===== src/rtl/image_pkg.sv =====
// Shared definitions for the grayscale image ROM and its raster-scan reader.
// Holds the pixel width, default frame size, address-width helper and reader FSM states.
package image_pkg;

    localparam int PIXEL_W        = 8;
    localparam int IMG_WIDTH_DEF  = 160;
    localparam int IMG_HEIGHT_DEF = 120;

    typedef enum logic [1:0] {
        IDLE = 2'd0,
        RUN  = 2'd1,
        DONE = 2'd2
    } state_t;

    function automatic int addr_w(input int w, input int h);
        return (w * h > 1) ? $clog2(w * h) : 1;
    endfunction

endpackage


===== src/rtl/pixel_skid_fifo.sv =====
// Two-entry pixel buffer that absorbs the ROM read latency so the stream can stall
// without losing a read that is already in flight.
module pixel_skid_fifo
    import image_pkg::*;
(
    input  logic               clk,
    input  logic               rst,
    input  logic               push,
    input  logic [PIXEL_W-1:0] din,
    input  logic               pop,
    output logic [PIXEL_W-1:0] dout,
    output logic [1:0]         count
);

    logic [PIXEL_W-1:0] mem [2];
    logic               wr_ptr;
    logic               rd_ptr;

    always_ff @(posedge clk or posedge rst) begin
        if (rst) begin
            mem[0] <= '0;
            mem[1] <= '0;
            wr_ptr <= 1'b0;
            rd_ptr <= 1'b0;
            count  <= 2'd0;
        end else begin
            if (push) begin
                mem[wr_ptr] <= din;
                wr_ptr      <= ~wr_ptr;
            end
            if (pop) begin
                rd_ptr <= ~rd_ptr;
            end
            count <= count + 2'(push) - 2'(pop);
        end
    end

    assign dout = mem[rd_ptr];

endmodule


===== src/rtl/image_rom_reader.sv =====
// Raster-scan read initiator: walks the image ROM once per start and streams the
// pixels out with start-of-frame, end-of-line and end-of-frame markers.
module image_rom_reader
    import image_pkg::*;
#(
    parameter  int IMG_WIDTH  = IMG_WIDTH_DEF,
    parameter  int IMG_HEIGHT = IMG_HEIGHT_DEF,
    localparam int ADDR_W     = addr_w(IMG_WIDTH, IMG_HEIGHT)
) (
    input  logic               clk,
    input  logic               rst,
    input  logic               start,
    output logic               busy,
    output logic               done,
    output logic [ADDR_W-1:0]  rom_addr,
    input  logic [PIXEL_W-1:0] rom_data,
    output logic               m_valid,
    input  logic               m_ready,
    output logic [PIXEL_W-1:0] m_data,
    output logic               m_sof,
    output logic               m_eol,
    output logic               m_eof,
    output state_t             fsm_state
);

    localparam logic [ADDR_W-1:0] LAST_ADDR = ADDR_W'(IMG_WIDTH * IMG_HEIGHT - 1);
    localparam logic [ADDR_W-1:0] LAST_X    = ADDR_W'(IMG_WIDTH - 1);
    localparam logic [ADDR_W-1:0] LAST_Y    = ADDR_W'(IMG_HEIGHT - 1);

    state_t            state, state_nxt;
    logic              all_issued;
    logic              inflight;
    logic [ADDR_W-1:0] x, y;
    logic [1:0]        fifo_count;
    logic [2:0]        occ;
    logic              accept, issue, pop;

    // m_valid/m_ready: a pixel transfers on each rising edge where both are high;
    // once m_valid rises it stays high with m_data and markers frozen until that transfer.
    assign pop = m_valid & m_ready;

    always_comb begin
        state_nxt = state;
        accept    = 1'b0;
        issue     = 1'b0;
        // Occupancy the FIFO will have after this cycle, counting the read in flight.
        occ       = 3'(fifo_count) + 3'(inflight) - 3'(pop);
        case (state)
            IDLE: begin
                if (start) begin
                    accept    = 1'b1;
                    state_nxt = RUN;
                end
            end
            RUN: begin
                issue = !all_issued && (occ < 3'd2);
                if (pop && m_eof) state_nxt = DONE;
            end
            DONE:    state_nxt = IDLE;
            default: state_nxt = IDLE;
        endcase
    end

    always_ff @(posedge clk or posedge rst) begin
        if (rst) begin
            state      <= IDLE;
            rom_addr   <= '0;
            all_issued <= 1'b0;
            inflight   <= 1'b0;
            x          <= '0;
            y          <= '0;
        end else begin
            state    <= state_nxt;
            inflight <= issue;
            if (accept) begin
                rom_addr   <= '0;
                all_issued <= 1'b0;
                x          <= '0;
                y          <= '0;
            end else begin
                // rom_addr parks on the last address instead of running past the image.
                if (issue) begin
                    if (rom_addr == LAST_ADDR) all_issued <= 1'b1;
                    else                       rom_addr   <= rom_addr + ADDR_W'(1);
                end
                if (pop) begin
                    if (x == LAST_X) begin
                        x <= '0;
                        y <= (y == LAST_Y) ? '0 : y + ADDR_W'(1);
                    end else begin
                        x <= x + ADDR_W'(1);
                    end
                end
            end
        end
    end

    pixel_skid_fifo u_fifo (
        .clk   (clk),
        .rst   (rst),
        .push  (inflight),
        .din   (rom_data),
        .pop   (pop),
        .dout  (m_data),
        .count (fifo_count)
    );

    assign m_valid   = (fifo_count != 2'd0);
    assign m_sof     = m_valid && (x == '0) && (y == '0);
    assign m_eol     = m_valid && (x == LAST_X);
    assign m_eof     = m_valid && (x == LAST_X) && (y == LAST_Y);
    assign busy      = (state != IDLE);
    assign done      = (state == DONE);
    assign fsm_state = state;

endmodule


===== config.mk =====
export PLATFORM = sky130hd
export DESIGN_NAME = image_rom_reader
export DESIGN_NICKNAME = d
export VERILOG_FILES = /design/src/rtl/image_pkg.sv /design/src/rtl/pixel_skid_fifo.sv /design/src/rtl/image_rom_reader.sv
export SDC_FILE = /design/constraint.sdc
export NUM_CORES = 1
export LEC_CHECK = 0
export BUFFER_PORTS_ARGS = -buffer_cell sky130_fd_sc_hd__buf_2
export CORE_MARGIN = 4
export CORE_UTILIZATION = 58
export DETAILED_ROUTE_END_ITERATION = 8
export HOLD_SLACK_MARGIN = 0.05
export PLACE_DENSITY_LB_ADDON = 0.25
export SLEW_MARGIN = 40
export SYNTH_ARGS = -nofsm -noshare
export SYNTH_HDL_FRONTEND = slang
export SYNTH_HIERARCHICAL = 1
export SYNTH_SLANG_ARGS = --single-unit

===== constraint.sdc =====
create_clock -name clk -period 4.22 [get_ports clk]
set_clock_uncertainty 0.2 [all_clocks]
set_input_delay 0.633 -clock clk [delete_from_list [all_inputs] [get_ports clk]]
set_output_delay 0.633 -clock clk [all_outputs]
set_load 0.005 [all_outputs]

# ---- Yosys cells after proc, flatten, opt, wreduce, memory -nomap -nowiden
# Cells that the tools add are included.
dict set report op_classes {
  addsub 7
  order_cmp 4
  n_eq_ne 8
  muxes 25
  bitwise 5
  n_reduce_logical 21
}
# cell count
set ops {}
lappend ops {{$mux 15} 10}
lappend ops {{$add 15x1->15 const B} 3}
lappend ops {{$mux 8} 4}
lappend ops {{$logic_not 15->1} 2}
lappend ops {{$bwmux 16} 1}
lappend ops {{$eq 15x15->1 const B} 1}
lappend ops {{$eq 15x7->1 const B} 1}
lappend ops {{$eq 15x8->1 const B} 1}
lappend ops {{$reduce_bool 2->1} 6}
lappend ops {{$demux 8 s1} 1}
lappend ops {{$reduce_and 2->1} 4}
lappend ops {{$logic_and 1x1->1} 7}
lappend ops {{$mux 1} 6}
lappend ops {{$ne 2x2->1 const B} 3}
lappend ops {{$ge 2x2->1 const B} 2}
lappend ops {{$mux 2} 2}
lappend ops {{$not 1->2} 2}
lappend ops {{$pmux 2 s2} 1}
lappend ops {{$add 2x1->3} 1}
lappend ops {{$lt 3x2->1 const B} 1}
lappend ops {{$sub 3x1->3} 1}
lappend ops {{$add 2x1->2} 1}
lappend ops {{$eq 2x1->1 const B} 1}
lappend ops {{$eq 2x2->1 const B} 1}
lappend ops {{other kinds (6)} 7}
dict set report word_totals {
  ff_bits 69
  input_bits 12
  output_inout_bits 31
}

# ---- Logic depth before layout (Yosys ltp)
# Gate-level depths: netlist (run 1).
dict set report logic_depth {
  ltp_word 8
  mapped_depth 11
  mapped_depth_nobuf 10
}

# ---- Hierarchy
# The synthesis (run 1) kept the hierarchy.
# module n_inst cells_per_inst area_per_inst_um2 seq_area_each_um2
set by_module_without_submodules {}
lappend by_module_without_submodules {image_rom_reader 1 321 2836.5 1226.2}
lappend by_module_without_submodules {pixel_skid_fifo 1 57 900.9 500.5}

# ---- Worst setup path after synthesis (run 1)
# OpenSTA, ideal clock, no wires.
dict set report synth_path {
  path_type {input-to-reg}
  from {in m_ready}
  to {reg rom_addr[14]}
  arrival_ps 3222
  slack_ps 666
  path_stages 11
  cell_sequence {o21ai_0 -> clkbuf_1 -> inv_1 -> ha_1 -> nand2b_1 -> fa_1 -> nor4bb_1 -> nand4_1 -> nor4_1 -> xnor2_1 -> nor2_1}
}
dict set report synth_via {
  elab_chain_cells 7
}
# item line
set synth_rtl {}
lappend synth_rtl {{start, declared} image_rom_reader.sv:18} ;# input logic m_ready,
lappend synth_rtl {{$and 1x1->1} image_rom_reader.sv:40} ;# assign pop = m_valid & m_ready;
lappend synth_rtl {{named net pop} image_rom_reader.sv:36} ;# logic accept, issue, pop;
lappend synth_rtl {{$sub 3x1->3} image_rom_reader.sv:47} ;# occ = 3'(fifo_count) + 3'(inflight) - 3'(pop);
lappend synth_rtl {{$lt 3x2->1} image_rom_reader.sv:56} ;# issue = !all_issued && (occ < 3'd2);
lappend synth_rtl {{$logic_and 1x1->1} image_rom_reader.sv:56}
lappend synth_rtl {{$mux 1} image_rom_reader.sv:48} ;# case (state)
lappend synth_rtl {{$reduce_bool 2->1 (no source line)} --}
lappend synth_rtl {{$reduce_and 2->1 (no source line)} --}
lappend synth_rtl {{end signal, assigned} image_rom_reader.sv:84} ;# else rom_addr <= rom_addr + ADDR_W'(1);
lappend synth_rtl {{end, declared} image_rom_reader.sv:15} ;# output logic [ADDR_W-1:0] rom_addr,
# The timed path passes the listed nets, and every way through them passes these cells.
# A chain may end at the register's enable or synchronous reset.

# ---- Final worst setup path (run 1)
dict set report layout_path {
  from {reg u_fifo.count[1]}
  to {reg rom_addr[7]}
}
dict set report layout_via {
  elab_chain_cells 8
  word_cells_on_any_way 9
}
# item line
set layout_rtl {}
lappend layout_rtl {{start, declared} pixel_skid_fifo.sv:12} ;# output logic [1:0] count
lappend layout_rtl {{start signal, assigned} pixel_skid_fifo.sv:34} ;# count <= count + 2'(push) - 2'(pop);
lappend layout_rtl {{$reduce_bool 2->1} image_rom_reader.sv:108} ;# assign m_valid = (fifo_count != 2'd0);
lappend layout_rtl {{$and 1x1->1} image_rom_reader.sv:40}
lappend layout_rtl {{named net pop} image_rom_reader.sv:36}
lappend layout_rtl {{$sub 3x1->3} image_rom_reader.sv:47}
lappend layout_rtl {{$lt 3x2->1} image_rom_reader.sv:56}
lappend layout_rtl {{$logic_and 1x1->1} image_rom_reader.sv:56}
lappend layout_rtl {{$mux 1} image_rom_reader.sv:48}
lappend layout_rtl {{$reduce_bool 2->1 (no source line)} --}
lappend layout_rtl {{$reduce_and 2->1 (no source line)} --}
# The timed path passes the listed nets, and every way through them passes these cells.

==> results of run 1 <==
-- cell families (layout without fill, tap and decap cells) --
family                   Yosys count  count (layout)  share of synthesized area [%]
adder cells (fa/ha/maj)            9               9                           3.21
AO/OA/AOI/OAI                     41              41                           5.96
AND/OR/NAND/NOR                  169             169                           25.3
XOR/XNOR                          29              29                           6.80
flip-flops                        69              69                           46.2
buffers and inverters             34              79                           3.72
multiplexers                      27              27                           8.84
-- final timing paths --
path	endpoint	slack [ns]	from	cells past startpoint
max in group asynchronous	y[3]	3.23	rst	2
min in group clk	u_fifo/wr_ptr	0.31	u_fifo/wr_ptr	1
worst min-delay path	u_fifo/mem[3]	0.14	rst	2
worst max-delay path	rom_addr[7]	0.69	u_fifo/count[1]	10
worst min register to register	u_fifo/wr_ptr	0.31	u_fifo/wr_ptr	1
worst max register to register	rom_addr[7]	0.69	u_fifo/count[1]	10
-- through the flow --
stage               instances  power [uW]  worst slack [ns]
finish                    498        2370             0.693
CTS                       498        2390             0.674
floorplan                 378        1500             0.666
global route              498        2520             0.368
global placement          483        1680             0.706
detailed placement        483        1720             0.531
-- final cells by class --
| class | count | area share [%] |
|---|---|---|
| Clock buffer | 11 | 3.56 |
| Inverter | 20 | 1.82 |
| Sequential cell | 69 | 40.6 |
| Clock inverter | 4 | 2.24 |
| Timing Repair Buffer | 44 | 5.30 |
| Multi-Input combinational cell | 275 | 44.3 |
| Tap cell | 75 | 2.21 |
-- per-layer routing --
metal / vias to the layer above / GRT usage (%) / share of wire, %
met4: 0 / 7.14 / 1.1
li1: 1413 / - / -
met2: 59 / 34.5 / 47
met1: 1394 / 30.4 / 47
met3: 9 / 4.28 / 4.8
met5: - / 0 / 0
-- registers in the layout, summed over array words and instances (netlist names) --
name / cells
all_issued: 1
fsm_state: 2
inflight: 1
rom_addr: 15
u_fifo/count: 2
u_fifo/mem: 16
u_fifo/rd_ptr: 1
u_fifo/wr_ptr: 1
x: 15
y: 15
-- power by group through the flow --
| stage | clock, uW | combinational, uW | sequential (uW) |
|---|---|---|---|
| after detailed placement | 0 | 727 | 993 |
| after floorplan | 0 | 563 | 937 |
| after global routing | 706 | 809 | 1010 |
| after CTS | 677 | 733 | 984 |
| after global placement | 0 | 699 | 985 |
| final | 663 | 726 | 986 |
-- layout by cell type, fill, tap and decap left out, types with 5 or more instances in the layout --
cell type  instances
a21oi_1           18
buf_2             42
clkbuf_8          11
dfrtp_1           69
ha_1               8
inv_1             18
mux2_2            16
mux2_4             8
nand2_1           22
nand3_1           19
nand4_1           12
nor2_1            47
nor3_1            12
nor4_1            11
o21ai_0           15
or3_1              5
xnor2_1           21
xor2_1             8
-- critical path: cells and delay by family, from the launching register on --
family,cells,cell delay [ns]
xor gates and xnor gates,1,0.16
adders and majority gates,2,0.78
AOI/OAI and AO/OA,1,0.26
DFF,1,0.47
and+or+nand+nor,5,1.34
buffers and inverters,1,0.20
==> run_results.csv, run 1 <==
group,metric,value,unit
detailed_routing,drt_iter0_markers,158,
synth,async_flop_share,100,%
final_layout,layout.area.seq,0.00173,mm^2
power,clkPwrFrac,27.9,%
power,swShare,31.6,%
cts,clock-sinks,69,
placed_design,hpwl,5.33,mm
cts,ctsHoldBuffers,0,
placed_design,place_area,0.00400,mm^2
critical_path,critPathLaunchType,"register",
power,vdd_drop_max,0.389,mV
cts,path_clk_slew,0.07,ns
timing,slew_headroom,53.4,%
cts,htree_levels,3,
critical_path,critPathSlowestCell,"dfrtp_1",
critical_path,crit_type,"reg2reg",
cts,insertion_delay,0.34,ns
power,p_sw,749,uW
cts,cts_buffers,9,
run,drv_cap,0,
synth,synth_seq_cells,69,
synth,synth_edf_count,0,
synth,synth_top_area_share,46.2,%
floorplan,die_y,88.3,um
floorplan,die_area,0.00779,mm^2
timing,rsz0062_at_grt,"false",
critical_path,crit_arrival,3.55,ns
synth,syn_area_per_cell,9.89,um^2
critical_path,crit_chain,"o21ai_0, inv_1, ha_1, nand2b_1, fa_1, nor4bb_1, nand2_1, nor4_1, xnor2_1, nor2_1",
power,combinationalPowerShare,30.6,%
synth,yosysMostFrequentCell,"dfrtp_1",
synth,synth_top_area_cell,"dfrtp_1",
final_layout,postLayoutCoreUtil,69.7,%
timing,finalCritPeriodShare,83.6,%
cts,post_cts_resized,0,
detailed_routing,drt_first_pass_iters,4,
critical_path,required,4.24,ns
cts,cts-root-buf,"clkbuf_8",
synth,yosys_warnings,6,
floorplan,ios,43,
final_layout,multi_input_area,0.00188,mm^2
synth,syn_area,0.00374,mm^2
timing,setup_tns,0,ns
worst_hold_path,hold_class,"in2async",
synth,syn_inst,378,
detailed_routing,wl_per_cell,15.8,um
floorplan,start_util,61.3,%
critical_path,crit_path_end_kind,"register",
grt,grt_pass1_wl,13.4,mm
final_layout,area_delta_synth_final,13.8,%
synth,synth_common_cells,"69 x dfrtp_1, 47 x nor2_1, 22 x nand2_1",
grt,antenna_found_initial,0,
synth,syn_nets,399,
synth,synth-seq-area-share,46.2,%
power,p_per_area,559,mW/mm^2
timing,min_period,3.53,ns
detailed_routing,vias,2875,
timing,worstMarginPinSlew,0.695,ns
grt,grt_pass1_vias,2803,
final_layout,fin_nets,440,
placed_design,gp_congestion,0.903,
grt,grt_start_max_net_pins,50,
floorplan,coreArea,0.00610,mm^2
detailed_routing,drtAntennaViolNets,0,
power,pwr-share-seq,41.5,%
final_layout,layout-drive-gt1-share,22.9,%
final_layout,final_cell_area,0.00425,mm^2
timing,slew_viol_final,0,
detailed_routing,drcViolationCount,0,
synth,synth_area_leaders,"dfrtp_1 46%, xnor2_1 4.9%, mux2_2 4.8%, nor2_1 4.7%, mux2_4 3.2%",
cts,cts_buffer_depth,2,
power,p_int,1630,uW
synth,synthFlopType,"dfrtp_1",
timing,hold_violations,0,
final_layout,fillerInstances,467,
floorplan,die_w,88.3,um
cts,cts_setup_buffers,0,
placed_design,io_buffers,42,
timing,fmax,284,MHz
run_status,outcome,"finished clean",
cts,cts_tree,"yes",
final_layout,antennaDiodeCount,0,
critical_path,slowest_delay,0.47,ns
timing,hold_ws,0.136,ns
grt,gr-usage-all-layers,21.8,%
critical_path,crit_fanout,8,
floorplan,num_rows,28,
grt,overflow,0,
timing,finalSetupViolations,0,
power,p_leak,0.00192,uW
detailed_routing,drt_wl_total,7.88,mm
synth,yosysUniqueCellTypes,47,
detailed_routing,vias_per_cell,5.77,
Power figures use the tool's default switching activity.
==> inputs of run 2 (changes only) <==
==> constraint.sdc (replaced) <==
create_clock -name clk -period 3.4 [get_ports clk]
set_clock_uncertainty 0.2 [all_clocks]
set_input_delay 0.51 -clock clk [delete_from_list [all_inputs] [get_ports clk]]
set_output_delay 0.51 -clock clk [all_outputs]
set_load 0.005 [all_outputs]
==> run 2 against run 1 <==
Effect of this change: worst hold slack better by 0.063 ns; non-clock buffer count is 4 higher; clock power is 2% lower; utilization is 0.31 points lower; routed wire length is 5.5% higher; sequential power is 24% higher; setup slack worse by 0.47 ns; register-to-register slack worse by 0.47 ns; via count is 4.5% higher; sequential share of layout area is 0.18 points higher; global-route usage is 1.8 points higher; critical path type unchanged.
==> run_results.csv, run 2 (synthesis gave the netlist of run 1 again) <==
group,metric,value,unit
power,p_leak,0.00191,uW
floorplan,start_util,61.3,%
detailed_routing,drcViolationCount,0,
run_status,outcome,"finished clean",
worst_hold_path,worstHoldStart,"rom_data[0]",
floorplan,num_rows,28,
grt,antenna_found_initial,0,
critical_path,r2r_end,"rom_addr[5]",
detailed_routing,vias,3004,
final_layout,final_cell_mix,"69 x dfrtp_1, 47 x nor2_1, 42 x buf_2, 22 x nand2_1, 21 x xnor2_1",
floorplan,die_area,0.00779,mm^2
detailed_routing,drt_iter0_markers,169,
cts,cts_buffer_depth,2,
critical_path,crit_arrival,3.20,ns
cts,insertion_delay,0.35,ns
run,drv_cap,0,
critical_path,crit_path_end_kind,"register",
critical_path,r2r_start,"u_fifo/count[0]",
cts,cts-root-buf,"clkbuf_8",
cts,htree_levels,3,
detailed_routing,vias_per_cell,5.98,
timing,finalSetupViolations,0,
placed_design,gp_congestion,0.835,
grt,grt_pass1_vias,2926,
critical_path,ff2ff_path_depth,10,
timing,fmax,315,MHz
final_layout,antennaDiodeCount,0,
worst_hold_path,hold_class,"in2reg",
worst_hold_path,hold-path-cell-count,2,
final_layout,top_register,"u_fifo/mem",
floorplan,coreArea,0.00610,mm^2
power,p_total,2830,uW
timing,min_period,3.17,ns
power,p_per_area,668,mW/mm^2
power,vdd_drop_max,0.428,mV
final_layout,area_delta_synth_final,13.3,%
timing,slew_headroom,47.9,%
detailed_routing,wl_per_cell,16.6,um
cts,cts_buffers,9,
timing,slew_viol_final,0,
final_layout,largest_reg_flops,16,
floorplan,die_y,88.3,um
grt,gr-usage-met2,38.9,%
cts,path_clk_slew,0.07,ns
final_layout,fin_nets,444,
critical_path,crit_type,"reg2reg",
grt,met3_usage,6.24,%
detailed_routing,drtAntennaViolNets,0,
floorplan,die_w,88.3,um
grt,use_met1,30.5,%
critical_path,required,3.42,ns
timing,worstMarginPinSlew,0.775,ns
final_layout,final_common_cell,"dfrtp_1",
grt,grt_start_max_net_pins,50,
grt,gr-usage-all-layers,23.7,%
placed_design,dp_slack,-0.00562,ns
placed_design,io_buffers,42,
timing,hold_ws,0.198,ns
floorplan,ios,43,
grt,busiest_layer,"met2",
final_layout,layout-drive-gt1-share,23.7,%
detailed_routing,drt_wl_total,8.32,mm
final_layout,postLayoutCoreUtil,69.4,%
timing,rsz0062_at_grt,"false",
grt,overflow,0,
timing,finalWorstSetupSlack,0.226,ns
timing,hold_violations,0,
cts,clock-sinks,69,
critical_path,critPathLaunchType,"register",
timing,finalCritPeriodShare,93.4,%
worst_hold_path,holdPathEnd,"u_fifo/mem[8]",
detailed_routing,drt_first_pass_iters,4,
cts,cts_tree,"yes",
critical_path,crit_fanout,8,
grt,grt_pass1_wl,14.2,mm
placed_design,hpwl,5.70,mm
critical_path,rrSetupSlack,0.23,ns
==> run 2: cell count changes in the layout (fill, tap and decap cells not counted) <==
cell,before,now
clkbuf_8,11,9
bufinv_16,3,1
nor4bb_1,4,3
clkinvlp_4,0,2
dlygate4sd3_1,0,1
clkinv_2,1,2
nor3_1,12,13
nor4_2,0,1
nor3_2,1,0
buf_4,2,5
nor4bb_2,0,1
inv_6,0,1
nor4_1,11,10
==> run 2: worst max-delay path by stage <==
stage	slack [ns]	cells past startpoint	endpoint	from
after detailed placement	-0.006	11	rom_addr[5]	m_ready
after CTS	0.09	10	rom_addr[5]	u_fifo/count[0]
after global placement	0.11	11	rom_addr[7]	m_ready
final	0.23	10	rom_addr[5]	u_fifo/count[0]
after global routing	0.007	10	rom_addr[0]	u_fifo/count[0]
after floorplan	0.02	11	rom_addr[14]	u_fifo/count[1]
==> run 2: critical path: stages (launching register included) <==
cell      delay [ns]
dfrtp_1         0.41
o21ai_0         0.21
inv_1           0.10
ha_1            0.28
nand2b_1        0.16
fa_1            0.48
nor4bb_2        0.38
nand2_1         0.27
nor4_1          0.34
xnor2_1         0.16
nor2_1          0.05
==> run 2: where the power goes <==
part	internal, uW	switching, uW	total, uW
sequential	1020	202	1220
combinational	494	455	950
clock	334	319	653
total	1850	976	2830
==> run 2: stage by stage <==
step | area (um^2) | std cells | setup TNS [ns]
6_report | 4230 | 502 | 0
5_1_grt | 4230 | 502 | 0
4_1_cts | 4210 | 501 | 0
3_5_place_dp | 4020 | 486 | -0.00576
3_3_place_gp | 4020 | 486 | 0
2_1_floorplan | 3740 | 378 | 0
==> run 2: metal layers <==
metal / part of all wire [%] / wire, um
met5: 0 / 0
met2: 49 / 4110
met3: 5.9 / 493
met4: 1.4 / 119
met1: 43 / 3590
==> run 2: area by class of cell <==
| type | instances | area [um^2] |
|---|---|---|
| sequential | 69 | 1730 |
| multi-input combinational | 275 | 1890 |
| timing repair buffer | 48 | 258 |
| clock inverter | 6 | 63.8 |
| clock buffer | 9 | 124 |
| inverter | 20 | 77.6 |
| fill | 492 | 1860 |
| tap | 75 | 93.8 |
==> run 2: timing repair <==
action | CTS | global route
endpoints found under the hold margin | 0 | 20
hold buffers | 0 | 1
buffers inserted | 0 | 0
setup endpoints to repair | 0 | 13
gates resized for setup | 0 | 2
==> inputs of run 3 (changes only) <==
--- a/config.mk
+++ b/config.mk
@@ -6,6 +6,7 @@
 export NUM_CORES = 1
 export LEC_CHECK = 0
 export BUFFER_PORTS_ARGS = -buffer_cell sky130_fd_sc_hd__buf_2
+export CAP_MARGIN = 5
 export CORE_MARGIN = 4
 export CORE_UTILIZATION = 58
 export DETAILED_ROUTE_END_ITERATION = 8
==> constraint.sdc (replaced) <==
create_clock -name clk -period 3.65 [get_ports clk]
set_clock_uncertainty 0.2 [all_clocks]
set_input_delay 0.5475 -clock clk [delete_from_list [all_inputs] [get_ports clk]]
set_output_delay 0.5475 -clock clk [all_outputs]
set_load 0.005 [all_outputs]
==> run 3 against run 2 <==
Effect of this change: global-route usage down 1.6 points; sequential cell count unchanged; critical path type unchanged; routed wire length down 7.0%; register-to-register slack better by 0.17 ns; clock-buffer cell count up 1; design area down 1.3%.
==> run_results.csv, run 3 (synthesis gave the netlist of run 1 again) <==
group,metric,value,unit
critical_path,rrSetupSlack,0.39,ns
critical_path,crit_arrival,3.28,ns
grt,overflow,0,
final_layout,layout-drive-gt1-share,23.1,%
critical_path,setup.worst_path.end,"rom_addr[14]",
power,p_leak,0.00189,uW
timing,setup_tns,0,ns
placed_design,dp_slack,0.211,ns
final_layout,top_register,"u_fifo/mem",
timing,slew_headroom,46.5,%
critical_path,r2r_start,"u_fifo/count[1]",
power,p_per_area,602,mW/mm^2
floorplan,die_w,88.3,um
grt,grt_pass1_vias,2827,
power,pwr-share-seq,45.3,%
cts,htree_levels,3,
critical_path,r2r_end,"rom_addr[14]",
placed_design,gp_congestion,0.862,
cts,insertion_delay,0.34,ns
detailed_routing,drt_first_pass_iters,4,
final_layout,largest_reg_flops,16,
timing,finalSetupViolations,0,
floorplan,num_rows,28,
detailed_routing,drtAntennaViolNets,0,
grt,grt_pass1_wl,13.4,mm
critical_path,crit_fanout,6,
detailed_routing,drt_iter0_markers,138,
placed_design,placed_cells,484,
grt,gr-usage-all-layers,22.1,%
timing,worstMarginPinSlew,0.797,ns
worst_hold_path,hold_class,"in2async",
power,clkPwrFrac,21.3,%
critical_path,crit_type,"reg2reg",
cts,clock-sinks,69,
floorplan,coreArea,0.00610,mm^2
critical_path,critPathLaunchType,"register",
power,p_int,1660,uW
power,vdd_drop_max,0.396,mV
detailed_routing,wl_per_cell,15.5,um
grt,grt_start_max_net_pins,50,
timing,finalCritPeriodShare,89.3,%
cts,cts_setup_buffers,0,
floorplan,die_area,0.00779,mm^2
critical_path,crit_path_end_kind,"register",
placed_design,hpwl,5.34,mm
detailed_routing,vias,2904,
power,p_sw,854,uW
timing,rsz0062_at_grt,"false",
cts,cts_buffer_depth,2,
floorplan,start_util,61.3,%
run_status,outcome,"finished clean",
detailed_routing,vias_per_cell,5.82,
detailed_routing,drcViolationCount,0,
cts,path_clk_slew,0.07,ns
cts,cts_buffers,9,
cts,cts_tree,"yes",
placed_design,io_buffers,42,
cts,cts-root-buf,"clkbuf_8",
power,swShare,34.0,%
critical_path,required,3.67,ns
floorplan,ios,43,
timing,finalWorstSetupSlack,0.391,ns
final_layout,area_delta_synth_final,11.8,%
timing,min_period,3.26,ns
timing,slew_viol_final,0,
run,drv_cap,0,
final_layout,antennaDiodeCount,0,
grt,antenna_found_initial,0,
detailed_routing,drt_wl_total,7.74,mm
final_layout,final_common_cell,"dfrtp_1",
critical_path,ff2ff_path_depth,10,
timing,fmax,307,MHz
timing,hold_violations,0,
critical_path,startpoint,"u_fifo/count[1]",
final_layout,fin_nets,441,
floorplan,die_y,88.3,um
power,combinationalPowerShare,33.4,%
final_layout,final_cells,499,
final_layout,final_cell_mix,"69 x dfrtp_1, 47 x nor2_1, 42 x buf_2, 22 x nand2_1, 21 x xnor2_1",
==> run 3: cell count changes in the layout (fill, tap and decap cells not counted) <==
cell | before | now
buf_4 | 5 | 3
nor4_1 | 10 | 11
nor4_2 | 1 | 0
clkinv_2 | 2 | 4
dlygate4sd3_1 | 1 | 0
bufinv_16 | 1 | 0
clkinvlp_4 | 2 | 1
clkbuf_8 | 9 | 10
inv_6 | 1 | 0
==> run 3: worst max-delay path, stage by stage (launching register included) <==
cell and delay [ns]:
dfrtp_1 0.46, o21ai_0 0.27, inv_1 0.09, ha_1 0.27, nand2b_1 0.15, fa_1 0.47
nor4bb_2 0.37, nand4_1 0.27, nor4_1 0.36, xnor2_1 0.16, nor2_1 0.06
==> run 3: how the worst min path moves through the flow <==
| stage | slack, ns | endpoint |
|---|---|---|
| after CTS | 0.11 | rom_addr[12] |
| after detailed placement | 0.29 | u_fifo/wr_ptr |
| after global routing | 0.09 | u_fifo/mem[1] |
| after global placement | 0.28 | u_fifo/mem[4] |
| after floorplan | 0.26 | all_issued |
| final | 0.05 | u_fifo/mem[9] |
==> run 3: layer usage <==
metal  vias up  global-route usage, %  wire length [um]
met5         -                      0                 0
met4         0                   9.75               100
met3         7                   4.19               434
met2        80                   34.6              3700
met1      1399                   30.0              3500
li1       1418                      -                 -
==> run 3: stage by stage <==
step                      power, uW  hold slack (ns)  area, um^2  utilization, %
after CTS                      2530            0.108        4170            68.5
after floorplan                1730            0.263        3740               -
final                          2510           0.0532        4180            68.6
after detailed placement       1990            0.288        4010            65.7
after global routing           2710           0.0890        4180            68.6
after global placement         1950            0.281        4010            65.7
==> run 3: cell type report <==
cell class                 count  area (um^2)
fill                         474         1920
multi-input combinational    275         1880
sequential                    69         1730
timing repair buffer          45          233
clock buffer                  10          138
tap                           75         93.8
inverter                      20         77.6
clock inverter                 5         27.5
==> run 3: power groups by stage <==
stage | Clock [uW] | Sequential (uW) | Combinational, uW
after detailed placement | 0 | 1150 | 838
after CTS | 551 | 1140 | 843
after global routing | 584 | 1170 | 952
final | 535 | 1140 | 839
after floorplan | 0 | 1080 | 651
after global placement | 0 | 1140 | 811
==> run 3: what timing repair did <==
action | in CTS | in global routing
resized for setup | 0 | 1
endpoints found under the setup margin | 0 | 6
hold buffers | 0 | 0
